<file path="src/rtl/step_dir_if.sv">
// Byte-wide configuration write port for the step/direction counter.
// The master drives the write strobe, address and data.
interface step_dir_if;
    logic       wr_en;
    logic [1:0] wr_addr;
    logic [7:0] wr_data;

    modport master (
        output wr_en,
        output wr_addr,
        output wr_data
    );

    modport slave (
        input wr_en,
        input wr_addr,
        input wr_data
    );
endinterface

</file>
<file path="src/rtl/step_dir.sv">
// Step/direction position counter, modulo a programmable limit.
// The register map (CTRL, LIMIT low byte, LIMIT high byte) assumes WIDTH=16.
module step_dir #(
    parameter int WIDTH       = 16,
    parameter int SYNC_STAGES = 2
) (
    input  logic             clk,
    input  logic             reset_n,
    input  logic             step,
    input  logic             dir,
    step_dir_if.slave        bus,
    output logic [WIDTH-1:0] position,
    output logic             index,
    output logic             enabled
);

    localparam logic [WIDTH-1:0] ONE = WIDTH'(1);

    logic [SYNC_STAGES-1:0] step_sync_q;
    logic [SYNC_STAGES-1:0] dir_sync_q;
    logic                   step_prev_q;
    logic                   edge_q;
    logic                   edge_d;
    logic                   edge_dir_q;
    logic [7:0]             ctrl_q;
    logic [7:0]             ctrl_d;
    logic [WIDTH-1:0]       limit_q;
    logic [WIDTH-1:0]       limit_d;
    logic [WIDTH-1:0]       pos_q;
    logic [WIDTH-1:0]       pos_d;
    logic                   idx_q;
    logic                   idx_d;

    // Synchroniser and edge detector run even while disabled.
    always_ff @(posedge clk or negedge reset_n) begin
        if (!reset_n) begin
            step_sync_q <= '0;
            dir_sync_q  <= '0;
            step_prev_q <= 1'b0;
            edge_q      <= 1'b0;
            edge_dir_q  <= 1'b0;
        end else begin
            step_sync_q <= {step_sync_q[SYNC_STAGES-2:0], step};
            dir_sync_q  <= {dir_sync_q[SYNC_STAGES-2:0], dir};
            step_prev_q <= step_sync_q[SYNC_STAGES-1];
            edge_q      <= edge_d;
            edge_dir_q  <= dir_sync_q[SYNC_STAGES-1];
        end
    end

    assign edge_d = step_sync_q[SYNC_STAGES-1] & ~step_prev_q;

    always_comb begin
        ctrl_d  = ctrl_q;
        limit_d = limit_q;
        if (bus.wr_en) begin
            unique case (bus.wr_addr)
                2'd0: ctrl_d = bus.wr_data;
                2'd1: limit_d[7:0] = bus.wr_data;
                2'd2: limit_d[15:8] = bus.wr_data;
                2'd3: ;
            endcase
        end
    end

    // ctrl_q is the pre-write value, so a same-cycle disable still counts.
    always_comb begin
        pos_d = pos_q;
        idx_d = 1'b0;
        if (edge_q && ctrl_q[7]) begin
            if (edge_dir_q) begin
                if (pos_q >= limit_q) begin
                    pos_d = '0;
                    idx_d = 1'b1;
                end else begin
                    pos_d = pos_q + ONE;
                end
            end else begin
                if (pos_q == '0) begin
                    pos_d = limit_q;
                    idx_d = 1'b1;
                end else begin
                    pos_d = pos_q - ONE;
                end
            end
        end
    end

    always_ff @(posedge clk or negedge reset_n) begin
        if (!reset_n) begin
            ctrl_q  <= '0;
            limit_q <= '0;
            pos_q   <= '0;
            idx_q   <= 1'b0;
        end else begin
            ctrl_q  <= ctrl_d;
            limit_q <= limit_d;
            pos_q   <= pos_d;
            idx_q   <= idx_d;
        end
    end

    assign position = pos_q;
    assign index    = idx_q;
    assign enabled  = ctrl_q[7];

endmodule

</file>
<file path="src/flat_wrapper.sv">
// flat-port wrapper written by rule: the top's interface ports become plain ports
module step_dir_flat 
#(
    parameter int WIDTH       = 16,
    parameter int SYNC_STAGES = 2
)
  (clk, reset_n, step, dir, position, index, enabled, bus_wr_en, bus_wr_addr, bus_wr_data);
  step_dir_if bus_i ();
  input  logic clk;
  input  logic reset_n;
  input  logic step;
  input  logic dir;
  output logic [WIDTH-1:0] position;
  output logic index;
  output logic enabled;
  input wire logic [$bits(bus_i.wr_en)-1:0] bus_wr_en;
  input wire logic [$bits(bus_i.wr_addr)-1:0] bus_wr_addr;
  input wire logic [$bits(bus_i.wr_data)-1:0] bus_wr_data;
  assign bus_i.wr_en = bus_wr_en;
  assign bus_i.wr_addr = bus_wr_addr;
  assign bus_i.wr_data = bus_wr_data;
  step_dir #(.WIDTH(WIDTH), .SYNC_STAGES(SYNC_STAGES)) u_core (.clk(clk), .reset_n(reset_n), .step(step), .dir(dir), .bus(bus_i), .position(position), .index(index), .enabled(enabled));
endmodule
</file>
<file path="config.mk">
export PLATFORM = sky130hd
export DESIGN_NAME = step_dir_flat
export DESIGN_NICKNAME = d
export VERILOG_FILES = /design/src/rtl/step_dir_if.sv /design/src/rtl/step_dir.sv /design/src/flat_wrapper.sv
export SDC_FILE = /design/constraint.sdc
export NUM_CORES = 1
export LEC_CHECK = 0
export CAP_MARGIN = 30
export CORE_ASPECT_RATIO = 0.5
export CORE_MARGIN = 4
export CORE_UTILIZATION = 55
export DETAILED_ROUTE_END_ITERATION = 10
export PLACE_DENSITY = 0.77
export SLEW_MARGIN = 20
export SYNTH_ARGS = -nofsm -noshare
export SYNTH_HDL_FRONTEND = slang
export SYNTH_SLANG_ARGS = --single-unit
export TNS_END_PERCENT = 5
</file>
<file path="constraint.sdc">
create_clock -name clk -period 3.1 [get_ports clk]
set_input_delay 0.31 -clock clk [delete_from_list [all_inputs] [get_ports clk]]
set_output_delay 0.31 -clock clk [all_outputs]
set_load 0.05 [all_outputs]
</file>
==> results.yml, run 1 <==
power:
  peakVddDrop_mv: 0.442
  power_density_nw_per_um2: 888
  leakagePower_nw: 1.40
  p_total_w: 0.00311
route:
  vias: 2930
  ant_nets: 0
  drtIter0Drc: 404
  wirelength_um: 9070
  viasPerCell: 6.67
  drc: 0
  drt_first_pass_iters: 6
  post_drt_wl_per_cell_um: 20.7
final_layout:
  design_area_sq_um: 3500
  layout_common_cells: "41 x dfrtp_1, 31 x clkdlybuf4s50_1, 25 x inv_1, 22 x nor3_1, 19 x ha_1"
  antenna_cells: 0
  fillerInstances: 427
  area_growth_pct: 18.5
  final_common_cell: "dfrtp_1"
  fin_util_pct: 69.2
  multi_input_area_sq_um: 1740
  drive_above_1_share_pct: 13.0
  regArea_sq_um: 1030
  fin_nets: 402
sta:
  post-route-min-period_ns: 2.59
  tightest_slew_ns: 0.921
  setup_viol: 0
  grt_setup_unrepaired: "no"
  tns_ns: 0
  hold_viol_final: 0
  clock_skew_ns: 0.00965
  relSlewSlack_pct: 38.0
  post-route-period-util_pct: 83.7
  fmax_mhz: 385
  report.final.slew_viol_count: 0
setup_path:
  start_kind: "register"
  path_class: "reg2reg"
  crit_fanout: 17
  worstPathArrival_ns: 2.78
  crit_required_ns: 3.29
  worst-r2r-setup-slack_ns: 0.51
  endpoint_kind: "register"
cts:
  clkLatencyLatePin_ns: 0.30
  clock_sinks: 41
  cts_made_buffers: 5
  cts.htree.levels: 2
  cts_tree: "built"
  cts-root-buf: "clkbuf_8"
  clock_path_buffers: 2
  cts.clk_slew.worst_paths_ns: 0.09
floorplanning:
  die_w_um: 112
  rows: 18
  boundaryPins: 33
  start_util_pct: 58.4
  core_sq_um: 5070
  fp.dieH_um: 59.9
  die_area_sq_um: 6690
synth:
  synth_area_leaders: "dfrtp_1 35%, ha_1 8.0%, mux2_2 6.5%"
  synth_top_cell_by_area: "dfrtp_1"
  synth_enable_flop_cells: 0
  synth_top_area_share_pct: 34.7
  synth_ff_type: "dfrtp_1"
  syn_nets: 370
  synth_area_sq_um: 2960
  ys_ff_latch: 41
  syn_area_per_cell_sq_um: 8.80
  syn_inst: 336
  yosysUniqueCellTypes: 50
  ys_seq_area_share_pct: 34.7
  async_flop_share_pct: 100
  yosysWarningCount: 0
global_route:
  antenna_found_initial: 0
  grt_pass1_wl_um: 14700
  grt_usage_pct: 28.4
  grt_max_degree: 42
  grt_pass1_vias: 2866
  grt_overflow: 0
run:
  cap_violations: 0
status:
  status: "finished, final reports clean"
placement:
  placed_cell_area_sq_um: 3370
  place_congestion: 1.06
  dp_hpwl_um: 6650
  port_buffers: 32
hold_path:
  hold_class: "reg2reg"
==> cell families after synthesis <==
| group | count (synthesis) | share of synthesized area [%] |
|---|---|---|
| mux | 18 | 6.81 |
| buf+inv | 49 | 6.60 |
| flops | 41 | 34.7 |
| simple gates | 125 | 23.4 |
| fa+ha+maj | 19 | 8.04 |
| compound gates | 76 | 18.1 |
| xor+xnor | 8 | 2.37 |
==> path summary, 6_finish.rpt <==
check                                      start                     to  cells past startpoint
max in group asynchronous                reset_n     u_core.position[9]                      3
min                        u_core.step_sync_q[0]  u_core.step_sync_q[1]                      0
min in group asynchronous                reset_n      u_core.limit_q[3]                      2
max                           u_core.position[5]    u_core.position[14]                      5
max reg2reg                   u_core.position[5]    u_core.position[14]                      5
min reg2reg                u_core.step_sync_q[0]  u_core.step_sync_q[1]                      0
==> synthesized netlist by cell type (4+ instances only) <==
master / instances
nand2_1: 16
nor2_1: 13
a211o_1: 4
nand2b_1: 5
nor2b_1: 4
o21ai_0: 11
nor4_1: 8
mux2_2: 17
nand4_1: 11
a31oi_1: 10
a21oi_1: 12
o2111ai_1: 10
dfrtp_1: 41
o211ai_1: 7
clkbuf_1: 20
ha_1: 19
or3_1: 4
inv_1: 25
and2_1: 8
nor3_1: 22
nand3_1: 16
xnor2_1: 7
and3_1: 4
==> worst max-delay path: stages (launching register included) <==
cell	delay [ns]
dfrtp_1	0.49
or4_1	0.58
or4_1	0.79
o41ai_1	0.37
a211o_1	0.17
nand3_1	0.06
==> layout make-up <==
cell class | count | area share (%)
Clock buffer | 5 | 1.96
Multi-Input combinational cell | 246 | 49.7
Timing Repair Buffer | 49 | 13.3
Tap cell | 70 | 2.50
Inverter | 25 | 2.68
Clock inverter | 3 | 0.607
Sequential cell | 41 | 29.3
==> per-layer routing <==
layer | wire (um) | track usage [%]
met2 | 3810 | 43.5
met1 | 3870 | 38.9
met3 | 1200 | 9.10
met4 | 199 | 8.15
met5 | 0 | 0
==> where the power goes <==
part           internal, W  switching, W
Combinational     0.000699       0.00115
Clock             0.000160      0.000210
Sequential        0.000673      0.000219
Total              0.00153       0.00158
==> per-stage QoR <==
stage                     setup WS (ns)  std cells  hold slack [ns]
final                             0.506        439            0.360
after CTS                         0.555        436            0.188
after detailed placement          0.579        428            0.342
after global placement            0.640        428            0.332
after floorplan                   0.571        336           0.0144
after global routing              0.353        439            0.371
==> what timing repair did <==
item,in CTS,in global routing
hold buffers,0,1
endpoints found under the hold margin,0,11
resized for setup,0,0
buffers inserted,0,0
==> registers in the layout, summed over array words and instances, names as in the netlist, 2 cells and up <==
signal and flops:
u_core.dir_sync_q 2, u_core.position 16, u_core.step_sync_q 2, u_core.limit_q 16
Note: power is estimated with default switching activity, not from simulation.
==> inputs of run 2 (changes only) <==
==> constraint.sdc (replaced) <==
create_clock -name clk -period 2.67 [get_ports clk]
set_input_delay 0.267 -clock clk [delete_from_list [all_inputs] [get_ports clk]]
set_output_delay 0.267 -clock clk [all_outputs]
set_load 0.05 [all_outputs]
==> results.yml, run 2 (same netlist as run 1, synthesis figures left out) <==
route:
  wirelength_um: 9380
  drt_first_pass_iters: 5
  ant_nets: 0
  viasPerCell: 6.59
  drc: 0
  vias: 2960
  post_drt_wl_per_cell_um: 20.9
  drtIter0Drc: 452
sta:
  tns_ns: 0
  hold_viol_final: 0
  setup_slack_ns: 0.146
  grt_setup_unrepaired: "no"
  setup_viol: 0
  post-route-period-util_pct: 94.5
  report.final.slew_viol_count: 0
  post-route-min-period_ns: 2.52
  clock_skew_ns: 0.0221
  relSlewSlack_pct: 41.8
  tightest_slew_ns: 0.870
  fmax_mhz: 396
final_layout:
  regArea_sq_um: 1030
  fin_util_pct: 70.4
  antenna_cells: 0
  instances_no_fill: 449
  drive_above_1_share_pct: 15.0
  fillerInstances: 396
  area_growth_pct: 20.7
  layout_common_cells: "41 x dfrtp_1, 31 x clkdlybuf4s50_1, 25 x inv_1, 25 x buf_4, 22 x nor3_1"
  fin_nets: 412
  final_common_cell: "dfrtp_1"
  multi_input_area_sq_um: 1740
placement:
  port_buffers: 32
  place_congestion: 1.02
  preCtsSetupSlack_ns: 0.301
  dp_cells: 439
  dp_hpwl_um: 6960
hold_path:
  hold_class: "reg2reg"
cts:
  clkLatencyLatePin_ns: 0.31
  cts.repair.resized: 0
  cts_tree: "built"
  cts_made_buffers: 5
  cts-root-buf: "clkbuf_8"
  cts.htree.levels: 2
  clock_path_buffers: 2
  cts.clk_slew.worst_paths_ns: 0.11
  clock_sinks: 41
power:
  leakagePower_nw: 1.43
  p_total_w: 0.00368
  peakVddDrop_mv: 0.644
  power_density_nw_per_um2: 1030
floorplanning:
  fp.dieH_um: 59.9
  die_w_um: 112
  die_area_sq_um: 6690
  rows: 18
  start_util_pct: 58.4
  core_sq_um: 5070
  boundaryPins: 33
setup_path:
  cpPeakStageDelay_ns: 0.53
  crit_required_ns: 2.90
  path_class: "reg2reg"
  start_kind: "register"
  crit_fanout: 14
  cpMaxStageDelayCell: "dfrtp_1"
  endpoint_kind: "register"
  crit_chain: "or4_1 -> or4_1 -> buf_4 -> nor3_1 -> a21oi_1 -> o211ai_1"
  worstPathArrival_ns: 2.75
  cp_common_cell: "or4_1"
global_route:
  grt_max_degree: 42
  grt_pass1_vias: 2792
  grt_overflow: 0
  antenna_found_initial: 0
  grt_pass1_wl_um: 14900
  grt_usage_pct: 29.2
status:
  status: "finished, final reports clean"
run:
  cap_violations: 0
==> run 2: changes by cell type in the layout (fill, tap and decap cells not counted), sizes merged <==
cell,before,now
clkinvlp,1,2
clkinv,1,0
buf,17,27
clkbuf,5,6
inv,26,25
==> run 2: cell type report <==
cell class / instances / area share (%)
Clock buffer: 6 / 2.03
Sequential cell: 41 / 28.7
Tap cell: 70 / 2.45
Multi-Input combinational cell: 246 / 48.8
Inverter: 25 / 2.63
Clock inverter: 2 / 0.421
Timing Repair Buffer: 59 / 14.9
==> run 2: worst paths after layout <==
| check | from | end | slack, ns | cells past startpoint |
|---|---|---|---|---|
| setup / recovery | u_core.position[5] | u_core.position[3] | 0.15 | 6 |
| hold / removal | u_core.dir_sync_q[0] | u_core.dir_sync_q[1] | 0.35 | 0 |
| setup reg to reg | u_core.position[5] | u_core.position[3] | 0.15 | 6 |
| hold reg to reg | u_core.dir_sync_q[0] | u_core.dir_sync_q[1] | 0.35 | 0 |
| max in group asynchronous | reset_n | u_core.position[15] | 1.85 | 3 |
| min in group asynchronous | reset_n | u_core.limit_q[0] | 0.37 | 2 |
==> run 2: power breakdown <==
part	internal (W)	switching, W	total, W
logic	0.000849	0.00141	0.00226
registers	0.000783	0.000201	0.000984
clock network	0.000185	0.000254	0.000439
total	0.00182	0.00187	0.00368
==> run 2: timing repair <==
action | in CTS | in global routing
hold endpoints to repair | 0 | 9
hold buffers | 0 | 1
setup buffers | 0 | 0
==> run 2: layer usage <==
layer	vias up	track usage, %	share of wire [%]
met5	-	0	0
met4	0	3.47	1.0
met3	20	9.81	12
met2	179	45.2	40
met1	1421	41.3	47
li1	1340	-	-
==> run 2: stage by stage <==
stage | hold slack (ns) | area (sq um)
2_1_floorplan | -0.0286 | 2960
3_3_place_gp | 0.332 | 3450
3_5_place_dp | 0.336 | 3450
4_1_cts | 0.141 | 3540
5_1_grt | 0.360 | 3570
6_report | 0.355 | 3570
==> run 2: critical path: cells and delay by family (launching register included) <==
kind / cells / cell delay, ns
compound gates: 2 / 0.31
buf+inv: 1 / 0.24
flops: 1 / 0.53
simple gates: 3 / 1.35
